**src/rtl/sa_ctrl_pkg.sv**
```systemverilog
// -----------------------------------------------------------------------------
// sa_ctrl_pkg
// Shared types and sizing helpers for the systolic array controller.
//   sa_state_t  : pass sequencing states
//   step_w()    : width of the skew step counter / operand read address
//   step_count(): number of skewed operand steps T for a given K
// -----------------------------------------------------------------------------
package sa_ctrl_pkg;

   typedef enum logic [2:0] {
      IDLE    = 3'd0,
      CLEAR   = 3'd1,
      COMPUTE = 3'd2,
      READOUT = 3'd3,
      FINISH  = 3'd4
   } sa_state_t;

   // Step index reaches 2^KW + ROWS + COLS - 3, so widen by log2(ROWS+COLS).
   function automatic int unsigned step_w(input int unsigned kw,
                                          input int unsigned rows,
                                          input int unsigned cols);
      return kw + $clog2(rows + cols);
   endfunction

   // Skewed wavefront needs K steps plus ROWS-1 and COLS-1 steps of fill/drain.
   function automatic int unsigned step_count(input int unsigned k,
                                              input int unsigned rows,
                                              input int unsigned cols);
      return k + rows + cols - 2;
   endfunction

endpackage

```
**src/rtl/sa_skew_mask.sv**
```systemverilog
// -----------------------------------------------------------------------------
// sa_skew_mask
// Lane-valid mask for one skewed operand edge of the PE array. Lane i is fed
// operand index t-i, which is real data only while 0 <= t-i < K.
//   i_t    : current skew step index
//   i_k    : inner dimension length K
//   o_mask : bit i set when lane i carries real data
// -----------------------------------------------------------------------------
module sa_skew_mask #(
   parameter int unsigned N  = 4,
   parameter int unsigned TW = 11,
   parameter int unsigned KW = 8
) (
   input  logic [TW-1:0] i_t,
   input  logic [KW-1:0] i_k,
   output logic [N-1:0]  o_mask
);

   // The t >= i term guards the subtraction against wrap-around.
   always_comb begin
      o_mask = '0;
      for (int i = 0; i < int'(N); i++) begin
         o_mask[i] = (i_t >= TW'(i)) && ((i_t - TW'(i)) < TW'(i_k));
      end
   end

endmodule

```
**src/rtl/systolic_array_controller.sv**
```systemverilog
// -----------------------------------------------------------------------------
// systolic_array_controller
// Sequences one matrix-multiply pass on a ROWS x COLS MAC array: clear the
// accumulators, stream K skewed operand steps (stalling on OP_VALID), then
// hand the result rows out over a valid/ready handshake.
//
// Optional feature macro: SA_CTRL_PERF_CNT_EN adds the STALL_CNT output.
//
// Ports:
//   CLK, SYNC_RST   clock, synchronous active-high reset
//   START, K_LEN    pass request (IDLE only) and inner dimension K
//   BUSY, DONE      not-idle flag, one-cycle completion pulse
//   OP_RD_EN/ADDR   operand buffer read request and skew step index
//   OP_VALID        operand data for the current step is present
//   ROW_MASK        per-row input lane valid mask
//   COL_MASK        per-column weight lane valid mask
//   ARR_EN, ARR_CLR PE array enable and accumulator clear
//   RES_ROW/VALID   result row index and valid
//   RES_READY       downstream accepts the presented result row
//   STALL_CNT       (macro only) saturating count of COMPUTE stall cycles
// -----------------------------------------------------------------------------
module systolic_array_controller
   import sa_ctrl_pkg::*;
#(
   parameter int unsigned ROWS = 4,
   parameter int unsigned COLS = 4,
   parameter int unsigned KW   = 8
) (
   input  logic                               CLK,
   input  logic                               SYNC_RST,
   input  logic                               START,
   input  logic [KW-1:0]                      K_LEN,
   output logic                               BUSY,
   output logic                               DONE,
   output logic                               OP_RD_EN,
   output logic [step_w(KW, ROWS, COLS)-1:0]  OP_RD_ADDR,
   input  logic                               OP_VALID,
   output logic [ROWS-1:0]                    ROW_MASK,
   output logic [COLS-1:0]                    COL_MASK,
   output logic                               ARR_EN,
   output logic                               ARR_CLR,
   output logic [$clog2(ROWS)-1:0]            RES_ROW,
   output logic                               RES_VALID,
   input  logic                               RES_READY
`ifdef SA_CTRL_PERF_CNT_EN
   ,
   output logic [15:0]                        STALL_CNT
`endif
);

   localparam int unsigned TW = step_w(KW, ROWS, COLS);
   localparam int unsigned RW = $clog2(ROWS);

   sa_state_t         r_state;
   logic [TW-1:0]     r_t;
   logic [KW-1:0]     r_k;
   logic [RW-1:0]     r_res_row;

   logic [TW-1:0]     w_t_last;
   logic              w_compute;
   logic [ROWS-1:0]   w_row_mask;
   logic [COLS-1:0]   w_col_mask;

   // Index of the final skew step, T-1; only consulted when K > 0.
   assign w_t_last  = TW'(step_count(32'(r_k), ROWS, COLS) - 32'd1);
   assign w_compute = (r_state == COMPUTE);

   // Pass sequencing: state, step counter, captured K and result row.
   always_ff @(posedge CLK) begin
      if (SYNC_RST) begin
         r_state   <= IDLE;
         r_t       <= '0;
         r_k       <= '0;
         r_res_row <= '0;
      end else begin
         case (r_state)
            IDLE: begin
               if (START) begin
                  r_k     <= K_LEN;
                  r_state <= CLEAR;
               end
            end
            CLEAR: begin
               r_t       <= '0;
               r_res_row <= '0;
               r_state   <= (r_k == '0) ? READOUT : COMPUTE;
            end
            COMPUTE: begin
               // A missing operand step freezes t, the masks and the array.
               if (OP_VALID) begin
                  if (r_t == w_t_last) begin
                     r_state <= READOUT;
                  end else begin
                     r_t <= r_t + TW'(1);
                  end
               end
            end
            READOUT: begin
               if (RES_READY) begin
                  if (r_res_row == RW'(ROWS - 1)) begin
                     r_state <= FINISH;
                  end else begin
                     r_res_row <= r_res_row + RW'(1);
                  end
               end
            end
            FINISH: begin
               r_state <= IDLE;
            end
            default: begin
               r_state <= IDLE;
            end
         endcase
      end
   end

   sa_skew_mask #(
      .N  (ROWS),
      .TW (TW),
      .KW (KW)
   ) u_row_mask (
      .i_t    (r_t),
      .i_k    (r_k),
      .o_mask (w_row_mask)
   );

   sa_skew_mask #(
      .N  (COLS),
      .TW (TW),
      .KW (KW)
   ) u_col_mask (
      .i_t    (r_t),
      .i_k    (r_k),
      .o_mask (w_col_mask)
   );

   // Array controls decode straight from registered state so they line up
   // with the operand data for step t in the same cycle.
   assign BUSY       = (r_state != IDLE);
   assign DONE       = (r_state == FINISH);
   assign ARR_CLR    = (r_state == CLEAR);
   assign OP_RD_EN   = w_compute;
   assign OP_RD_ADDR = r_t;
   assign ARR_EN     = w_compute && OP_VALID;
   assign ROW_MASK   = w_compute ? w_row_mask : '0;
   assign COL_MASK   = w_compute ? w_col_mask : '0;
   assign RES_VALID  = (r_state == READOUT);
   assign RES_ROW    = r_res_row;

`ifdef SA_CTRL_PERF_CNT_EN
   logic [15:0] r_stall_cnt;

   // Saturating stall counter; restarts on each accepted pass request.
   always_ff @(posedge CLK) begin
      if (SYNC_RST) begin
         r_stall_cnt <= '0;
      end else if ((r_state == IDLE) && START) begin
         r_stall_cnt <= '0;
      end else if (w_compute && !OP_VALID && (r_stall_cnt != 16'hFFFF)) begin
         r_stall_cnt <= r_stall_cnt + 16'd1;
      end
   end

   assign STALL_CNT = r_stall_cnt;
`endif

endmodule

```
**config.mk**
```make
export PLATFORM = sky130hd
export DESIGN_NAME = systolic_array_controller
export DESIGN_NICKNAME = d
export VERILOG_FILES = /design/src/rtl/sa_ctrl_pkg.sv /design/src/rtl/sa_skew_mask.sv /design/src/rtl/systolic_array_controller.sv
export SDC_FILE = /design/constraint.sdc
export NUM_CORES = 1
export LEC_CHECK = 0
export CAP_MARGIN = 20
export CORE_MARGIN = 8
export CORE_UTILIZATION = 45
export DETAILED_ROUTE_END_ITERATION = 10
export HOLD_SLACK_MARGIN = 0.1
export PLACE_DENSITY = 0.68
export SLEW_MARGIN = 20
export SYNTH_ARGS = -nofsm -noshare
export SYNTH_HDL_FRONTEND = slang
export SYNTH_SLANG_ARGS = --single-unit
```
**constraint.sdc**
```tcl
create_clock -name CLK -period 2.9 [get_ports CLK]
set_input_delay 0.29 -clock CLK [delete_from_list [all_inputs] [get_ports CLK]]
set_output_delay 0.29 -clock CLK [all_outputs]
set_load 0.02 [all_outputs]
```
# [Word level (Yosys, flattened, before mapping)]
# Index checks and enable logic that the tools add are counted.
[word_totals] elab_cells=62 reg_bits=24
[classes] add_sub_neg=9 n_reduce_logical=14 n_lt_le_gt_ge=8 n_eq_ne=13 mux=14
[op_table] cell="$lt 11x8->1" count=4
[op_table] cell="$sub 11x2->11 const B" count=3
[op_table] cell="$ge 11x1->1 const B" count=2
[op_table] cell="$ge 11x2->1 const B" count=2
[op_table] cell="$mux 11" count=2
[op_table] cell="$pmux 11 s2" count=1
[op_table] cell="$mux 3" count=5
[op_table] cell="$pmux 3 s4" count=1
[op_table] cell="$add 11x1->11 const B" count=1
[op_table] cell="$eq 11x11->1" count=1
[op_table] cell="$sub 10x2->11 const B" count=1
[op_table] cell="$sub 11x1->11 const B" count=1
[op_table] cell="$add 9x3->10 const B" count=1
[op_table] cell="$add 8x3->9 const B" count=1
[op_table] cell="$logic_not 8->1" count=1
[op_table] cell="$ne 2x2->1 const B" count=4
[op_table] cell="$eq 3x2->1 const B" count=2
[op_table] cell="$ne 2x1->1 const B" count=3
[op_table] cell="$reduce_and 3->1" count=2
[op_table] cell="$logic_and 1x1->1" count=5
[op_table] cell="$reduce_and 5->1" count=1
[op_table] cell="$mux 2" count=2
[op_table] cell="$mux 4" count=1
[op_table] cell="$pmux 2 s2" count=1
[op_table] cell="other kinds (9)" count=10

# [Depth between registers and ports, before layout]
# Gate-level depths: netlist (run 1).
[logic_depth] word_depth=8 depth_mapped=13

# [Cells and area by module]
# From an unflattened synthesis (run 1), not the netlist that was laid out.
[hier_totals] cells_unflattened=529 area_unflattened_um2=4164.0
[modules_own_cells] module="systolic_array_controller" n_inst=1 cells_per_inst=229 area_per_inst_um2=1796.7 seq_area_each_um2=480.5
[modules_own_cells] module="sa_skew_mask at u_col_mask" n_inst=1 cells_per_inst=150 area_per_inst_um2=1196.1 seq_area_each_um2=0.0
[modules_own_cells] module="sa_skew_mask at u_row_mask" n_inst=1 cells_per_inst=150 area_per_inst_um2=1171.1 seq_area_each_um2=0.0

# [Least setup slack after synthesis (run 1)]
# OpenSTA, ideal clock, no wires.
[synth_timing] path_type="register -> output" from="register r_t[2] (netlist: OP_RD_ADDR[2])" to="output ROW_MASK[3]" stages_incl_launch_ff=13 required_time_ps=2610 n_path_buf=2 arrival_time_ps=3199 path_slack_ps=-589 path_cell_list="dfxtp_1 > buf_1 > inv_1 > ha_1 > a21oi_1 > xor2_1 > ha_1 > o21a_1 > o21a_1 > o21ai_0 > a21oi_1 > nor4_1 > buf_4"
[synth_via] elab_chain_len=4 elab_cells_between_ends=5
[synth_rtl] element="start: declaration" line="systolic_array_controller.sv:55" text="logic [TW-1:0] r_t;"
[synth_rtl] element="start signal: assignment" line="systolic_array_controller.sv:94" text="r_t <= r_t + TW'(1);"
[synth_rtl] element="$sub 11x2->11"
[synth_rtl] element="$lt 11x8->1"
[synth_rtl] element="$logic_and 1x1->1 *"
[synth_rtl] element="$mux 4 *"
[synth_rtl] element="end: declaration" line="systolic_array_controller.sv:38" text="output logic [ROWS-1:0] ROW_MASK,"
# Mark *: on every way between the ends. The rest lies on a longest branch, timed or not.

# [Worst setup path in the final report (run 1)]
[layout_timing] from="register r_t[0] (netlist: OP_RD_ADDR[0])" to="output COL_MASK[3]"
[layout_via] elab_chain_len=4 elab_cells_between_ends=5
[layout_rtl] element="$sub 11x2->11" line="sa_skew_mask.sv:23" text="o_mask[i] = (i_t >= TW'(i)) && ((i_t - TW'(i)) < TW'(i_k));"
[layout_rtl] element="$lt 11x8->1" line="sa_skew_mask.sv:23"
[layout_rtl] element="$logic_and 1x1->1 *" line="sa_skew_mask.sv:23"
[layout_rtl] element="$mux 4 *" line="systolic_array_controller.sv:146" text="assign COL_MASK = w_compute ? w_col_mask : '0;"
[layout_rtl] element="end: declaration" line="systolic_array_controller.sv:39" text="output logic [COLS-1:0] COL_MASK,"
# Marks and branches as above.

==> results.tsv, run 1 <==
stage	metric	value	unit
finish	Filler Cell Count	588	
cts	clock root buffer	clkbuf_8	
grt	largest net degree at the start of global routing	18	
worst_setup_path	Critical Path RT	2610	ps
timing	setup ws final	120	ps
timing	final critical-path required period	2780	ps
cts	H-tree levels	1	
timing	Worst slew margin	59.3	%
timing	Hold Violations, Final	0	
logic_synthesis	mapped cell area	2670	sq um
grt	first-pass GRT wire length	12000	microns
cts	CTS tree	done	
routing	Wirelength per Cell	14.9	microns
floorplan	core area	5820	sq um
logic_synthesis	dominant cells by area after synthesis	ha_1, dfxtp_1, nand2_1	
min_path	Tightest Hold Check Type	flip-flop to flip-flop	
logic_synthesis	Yosys cell types	51	
routing	DR pass1 iterations	4	
routing	total routed wirelength	7040	microns
floorplan	Starting Density	46.0	%
flow_run	max-cap violation count	0	
timing	final slew viol count	0	
routing	Via density	5.58	
grt	GRT Residual Overflow	0	
finish	area added between synthesis and finish	24.4	%
routing	DRC errors left	0	
worst_setup_path	critical path type	flip-flop to primary output	
worst_setup_path	critical-path maximum fanout	3	
timing	Final period util	95.9	%
grt	initial antenna violation count	0	
timing	WHS	518	ps
worst_setup_path	worst endpoint data arrival time	2490	ps
floorplan	Top Ports	40	
cts	CTS Buf Count	3	
floorplan	die area	8660	sq um
logic_synthesis	syn nets	404	
place	RePlAce Congestion	0.899	
routing	vias after detailed routing	2644	
cts	# hold bufs at CTS	0	
logic_synthesis	share of the synthesized area in the top cell type	18.3	%
place	port bufs	39	
pwr	Leak	0.00146	uW
finish	fraction of layout instances using a drive strength above 1	14.0	%
logic_synthesis	Primary FF master, synth	dfxtp_1	
floorplan	die height	93.1	microns
timing	RSZ-0062 raised after global routing	yes	
logic_synthesis	Post-synth EDFFs	0	
grt	number of global-route vias before repair	2484	
timing	Max Clock Skew	6.27	ps
logic_synthesis	YS warnings	0	
logic_synthesis	post-synthesis register bit count	24	
routing	initial DRC count	145	
cts	CTS clock-pin slew for the worst setup and hold paths	80	ps
timing	Worst-Margin Slew	610	ps
cts	Skew-Pair Late Insertion Delay	270	ps
routing	Detail Route Antenna Nets	0	
finish	ANT cells	0	
cts	Sink Count	24	
grt	Global Route Usage Sum	16.6	%
logic_synthesis	synthesized instance count	352	
finish	nets	453	
logic_synthesis	post-synth top area cell	ha_1	
timing	Final Setup Violations	0	
worst_setup_path	crit end category	primary output	
cts	clock buffer depth	2	
floorplan	Die Width	93.1	microns
logic_synthesis	FFs w/ async S/R, synth	0	%
floorplan	Rows	28	
pwr	Max VDD drop	0.230	mV
pwr	Pwr per Cell Area	306	nW/um^2
place	Final HPWL DP	5680	microns
logic_synthesis	Avg Inst Size Synth	7.59	sq um
timing	fmax	0.360	GHz
worst_setup_path	type of origin of the critical path	flip-flop	
logic_synthesis	register area share after synthesis	18.0	%
place	post-placement worst setup slack	-69.9	ps
run_status	status	finished, final reports clean	
-- repair_timing --
action / in CTS / in global routing
gates resized for setup: 20 / 13
buffers inserted: 0 / 0
setup endpoints to repair: 8 / 6
endpoints found under the hold margin: 0 / 0
-- final timing paths --
kind / from / to / slack, ps / cells past startpoint
max reg2reg: r_k[1] / OP_RD_ADDR[2] / 260 / 10
min: r_k[7] / r_k[7] / 520 / 2
max: OP_RD_ADDR[0] / COL_MASK[3] / 120 / 11
min reg2reg: r_k[7] / r_k[7] / 520 / 2
-- synthesized netlist by cell type (2+ instances only) --
library cell and instances:
nand2_1 35, mux2i_1 3, nand3_1 19, xor2_1 11
a31oi_1 3, a21oi_1 19, nand2b_1 4, buf_2 2
nor4_1 8, or3_1 2, o41ai_1 8, and2_1 3
and3_1 3, a22oi_1 3, buf_1 4, nor3_1 12
nor4b_1 2, nor3b_1 2, o21a_1 11, nand4_1 5
buf_4 5, o21ai_0 11, inv_1 20, clkbuf_1 16
o31ai_1 2, nor2b_1 4, nor2_1 24, ha_1 39
a211oi_1 5, or4_1 2, dfxtp_1 24, a21o_1 9
xnor2_1 14
-- registers in the layout, summed over array words and instances (netlist names) --
register	flops
OP_RD_ADDR	11
r_k	8
r_state	3
RES_ROW	2
-- report_power, final --
| part | switching [uW] | internal [uW] | total, uW |
|---|---|---|---|
| combinational | 245 | 196 | 441 |
| sequential | 27.9 | 349 | 377 |
| clock | 107 | 93.1 | 201 |
-- metal layers --
layer	routed length, microns	GRT usage, %	vias to the layer above	share of wire, %
met5	0	0	-	0
met4	60	2.95	0	0.85
met3	274	2.96	6	3.9
met2	3420	28.4	61	49
met1	3290	21.2	1215	47
li1	-	-	1362	-
-- kinds of logic after synthesis --
family                     after synthesis  share of synthesized area [%]
AOI/OAI and AO/OA                       84                           22.3
muxes                                    3                           1.12
xor gates and xnor gates                25                           8.19
DFF                                     24                           18.0
adders and majority gates               39                           18.3
buffers and inverters                   48                           7.82
and+or+nand+nor                        129                           24.3
-- cells in the final DEF (no fill, tap or decap), types with 7 or more instances in the layout --
| cell | n |
|---|---|
| nor4_1 | 7 |
| nor2_1 | 23 |
| xnor2_1 | 14 |
| ha_1 | 39 |
| buf_4 | 35 |
| o21a_1 | 11 |
| o21ai_0 | 9 |
| dfxtp_1 | 22 |
| clkdlybuf4s50_1 | 31 |
| inv_1 | 20 |
| nor3_1 | 11 |
| a21oi_1 | 18 |
| xor2_1 | 11 |
| o41ai_1 | 8 |
| a21o_1 | 9 |
| nand2_1 | 35 |
| nand3_1 | 19 |
-- critical path, cell delays in order, from the launching register on --
cell and delay (ps):
dfxtp_1 330, inv_1 60, ha_1 330, ha_1 290, nor2b_1 130, o21a_1 160
o21a_1 170, o21a_1 170, o21ai_1 160, a21oi_2 90, nor4_4 150, buf_4 180
-- through the flow --
stage          instance area (sq um)  util (%)  std cells  total power, uW  setup TNS, ps
2_1_floorplan                   2700         -        352              676          -20.2
3_3_place_gp                    3300      56.7        471              820          -95.8
3_5_place_dp                    3300      56.7        471              826           -138
4_1_cts                         3330      57.2        474             1020              0
5_1_grt                         3320      57.2        474             1100          -55.7
6_report                        3320      57.2        474             1020              0
-- cell type report --
class / instances / area [sq um] / area share, %
Sequential cell: 24 / 483 / 14.5
Tap cell: 75 / 93.8 / 2.82
Inverter: 20 / 75.1 / 2.26
Clock buffer: 3 / 41.3 / 1.24
Timing Repair Buffer: 72 / 611 / 18.4
Multi-Input combinational cell: 280 / 2020 / 60.8
No activity file was read; power rests on OpenSTA's default activity.
==> run 2, diff against run 1 <==
ABC_CLOCK_PERIOD_IN_PS = 2900   (was not set)
CTS_CLUSTER_DIAMETER = 60   (was not set)
GPL_ROUTABILITY_DRIVEN = 0   (was not set)
==> results of run 2 <==
The final DEF is identical to that of run 1; final timing and power are the same.
==> run 3, diff against run 2 <==
CTS_CLUSTER_DIAMETER = 100   (was 60)
PLACE_DENSITY = 0.78   (was 0.68)
==> results.tsv, run 3 (synthesized netlist as in run 1, its figures left out) <==
stage	metric	value	unit	change
run_status	status	finished, final reports clean		unchanged
floorplan	die height	93.1	microns	unchanged
timing	RSZ-0062 raised after global routing	yes		unchanged
worst_setup_path	crit end category	primary output		unchanged
timing	Worst-Margin Slew	612	ps	was 610 ps
cts	# hold bufs at CTS	0		unchanged
worst_setup_path	critical path type	flip-flop to primary output		unchanged
grt	largest net degree at the start of global routing	17		was 18
cts	H-tree levels	1		unchanged
pwr	sw frac	37.5	%	was 37.4%
routing	Via density	5.81		was 5.58
cts	CTS Buf Count	3		unchanged
pwr	Pwr per Cell Area	309	nW/um^2	was 306 nW/um^2
worst_setup_path	CP Cell Sequence	inv_1 > ha_1 > ha_1 > nor2b_1 > o21a_1 > o21a_1 > o21a_1 > o21ai_1 > a21oi_2 > nor4_4 > buf_2		was inv_1 > ha_1 > ha_1 > nor2b_1 > o21a_1 > o21a_1 > o21a_1 > o21ai_1 > a21oi_2 > nor4_4 > buf_4
finish	max reg flops	11		unchanged
worst_setup_path	worst endpoint data arrival time	2500	ps	was 2490 ps
timing	Worst slew margin	59.1	%	was 59.3%
timing	Hold Violations, Final	0		unchanged
floorplan	core area	5820	sq um	unchanged
place	placed cell count	471		unchanged
grt	number of global-route vias before repair	2601		was 2,484
pwr	combinational power share	44.0	%	was 43.3%
timing	Max Clock Skew	0.883	ps	was 6.27 ps
routing	vias after detailed routing	2752		was 2,644
pwr	Leak	0.00146	uW	about the same
grt	Global Route Usage Sum	16.9	%	was 16.6%
cts	CTS tree	done		unchanged
finish	fraction of layout instances using a drive strength above 1	14.0	%	unchanged
finish	FF/Latch Area	483	sq um	unchanged
worst_setup_path	critical path's most frequent cell	o21a_1		unchanged
pwr	internal power	642	uW	was 638 uW
pwr	clock group share of total power	19.5	%	was 19.7%
cts	CTS clock-pin slew for the worst setup and hold paths	80	ps	about the same
cts	clock buffer depth	2		unchanged
worst_setup_path	CP bufs+invs	2		unchanged
floorplan	Rows	28		unchanged
worst_setup_path	critical-path maximum fanout	3		unchanged
floorplan	Starting Density	46.0	%	unchanged
grt	M1 GR Usage	21.3	%	was 21.2%
place	port bufs	39		unchanged
worst_setup_path	type of origin of the critical path	flip-flop		unchanged
timing	fmax	0.359	GHz	was 0.360 GHz
finish	nets	453		unchanged
timing	final critical-path required period	2790	ps	was 2780 ps
floorplan	Die Width	93.1	microns	unchanged
grt	gr busiest metal	met2		unchanged
floorplan	die area	8660	sq um	unchanged
finish	Layout Cells excl Fill	474		unchanged
cts	Skew-Pair Late Insertion Delay	270	ps	about the same
pwr	Net Sw Power	385	uW	was 381 uW
cts	clock root buffer	clkbuf_8		unchanged
pwr	sequential share of power	36.5	%	was 37.0%
routing	initial DRC count	134		was 145
grt	GR Util met3	2.72	%	was 2.96%
routing	Detail Route Antenna Nets	0		unchanged
cts	Sink Count	24		unchanged
finish	Filler Cell Count	546		was 588
timing	final slew viol count	0		unchanged
finish	Final Util	57.1	%	was 57.2%
min_path	Tightest Hold Check Type	flip-flop to flip-flop		unchanged
worst_setup_path	CP max-delay cell	dfxtp_1		unchanged
timing	Final Setup Violations	0		unchanged
routing	DRC errors left	0		unchanged
routing	DR pass1 iterations	5		was 4
finish	multi-input combinational cell area	2020	sq um	unchanged
cts	# Post-CTS Setup Buffers	0		unchanged
cts	Resize count post-CTS	21		was 20
flow_run	max-cap violation count	0		unchanged
grt	GRT Residual Overflow	0		unchanged
finish	ANT cells	0		unchanged
worst_setup_path	CP top delay family	compound AO/OA/AOI/OAI gates		unchanged
pwr	Max VDD drop	0.242	mV	was 0.230 mV
grt	initial antenna violation count	0		unchanged
finish	area added between synthesis and finish	24.3	%	was 24.4%
grt	grt met2 use	29.3	%	was 28.4%
timing	Final period util	96.0	%	was 95.9%
floorplan	Top Ports	40		unchanged
routing	Wirelength per Cell	15.6	microns	was 14.9 microns
finish	highest-count cells in the layout ignoring fill and taps	ha_1, nand2_1, buf_4		unchanged
worst_setup_path	Max stage delay on crit path	330	ps	about the same
grt	first-pass GRT wire length	12300	microns	was 12,000 microns
routing	total routed wirelength	7390	microns	was 7040 microns
pwr	Design Power	1030	uW	was 1020 uW
worst_setup_path	Critical Path RT	2610	ps	about the same
finish	commonest non-fill, non-tap cell in the layout	ha_1		unchanged
place	Final HPWL DP	5810	microns	was 5680 microns
## run 3: cell types whose count changed in the layout (fill, tap and decap cells not counted), sizes merged
cell / previous run / this run
dlygate4sd1: 0 / 2
dlygate4sd2: 2 / 0
buf: 39 / 38
clkbuf: 3 / 4
## run 3: worst reg2reg max path, delay by kind of cell, from the launching register on
family,cells,cell delay [ps]
adders and majority gates,1,300
AOI/OAI and AO/OA,4,820
buffers and inverters,1,200
DFF,1,410
and+or+nand+nor,3,1000
## run 3: power by group through the flow
stage	combinational, uW	sequential [uW]	clock, uW
4_1_cts	451	375	203
2_1_floorplan	299	378	0
5_1_grt	500	379	219
3_5_place_dp	452	382	0
6_report	452	375	200
3_3_place_gp	443	381	0
## run 3: area by class of cell
class / instances / share of cell area (%)
Clock buffer: 3 / 1.24
Inverter: 20 / 2.26
Multi-Input combinational cell: 280 / 60.8
Sequential cell: 24 / 14.5
Tap cell: 75 / 2.82
Timing Repair Buffer: 72 / 18.3
## run 3: worst paths after layout
| kind | from | endpoint | slack, ps | depth (start not counted) |
|---|---|---|---|---|
| worst min-delay path | r_k[7] | r_k[7] | 520 | 2 |
| worst max-delay path | OP_RD_ADDR[0] | ROW_MASK[3] | 110 | 11 |
| worst max register to register | r_k[0] | OP_RD_ADDR[2] | 120 | 9 |
| worst min register to register | r_k[7] | r_k[7] | 520 | 2 |
## run 3: per-layer routing
metal  share of wire (%)  vias up
li1                    -     1353
met2                  49       93
met3                 5.4       14
met5                   0        -
met4                 1.9        0
met1                  44     1292
## run 3: metrics by stage
stage	setup TNS (ps)	setup WS, ps	hold WS (ps)	instance area [sq um]
detailed placement	-176	-55.7	509	3300
finish	0	115	522	3320
floorplan	-20.2	-20.2	426	2700
global placement	-63.3	-32.1	513	3300
CTS	0	7.86	521	3330
global route	-23.4	-15.0	547	3320
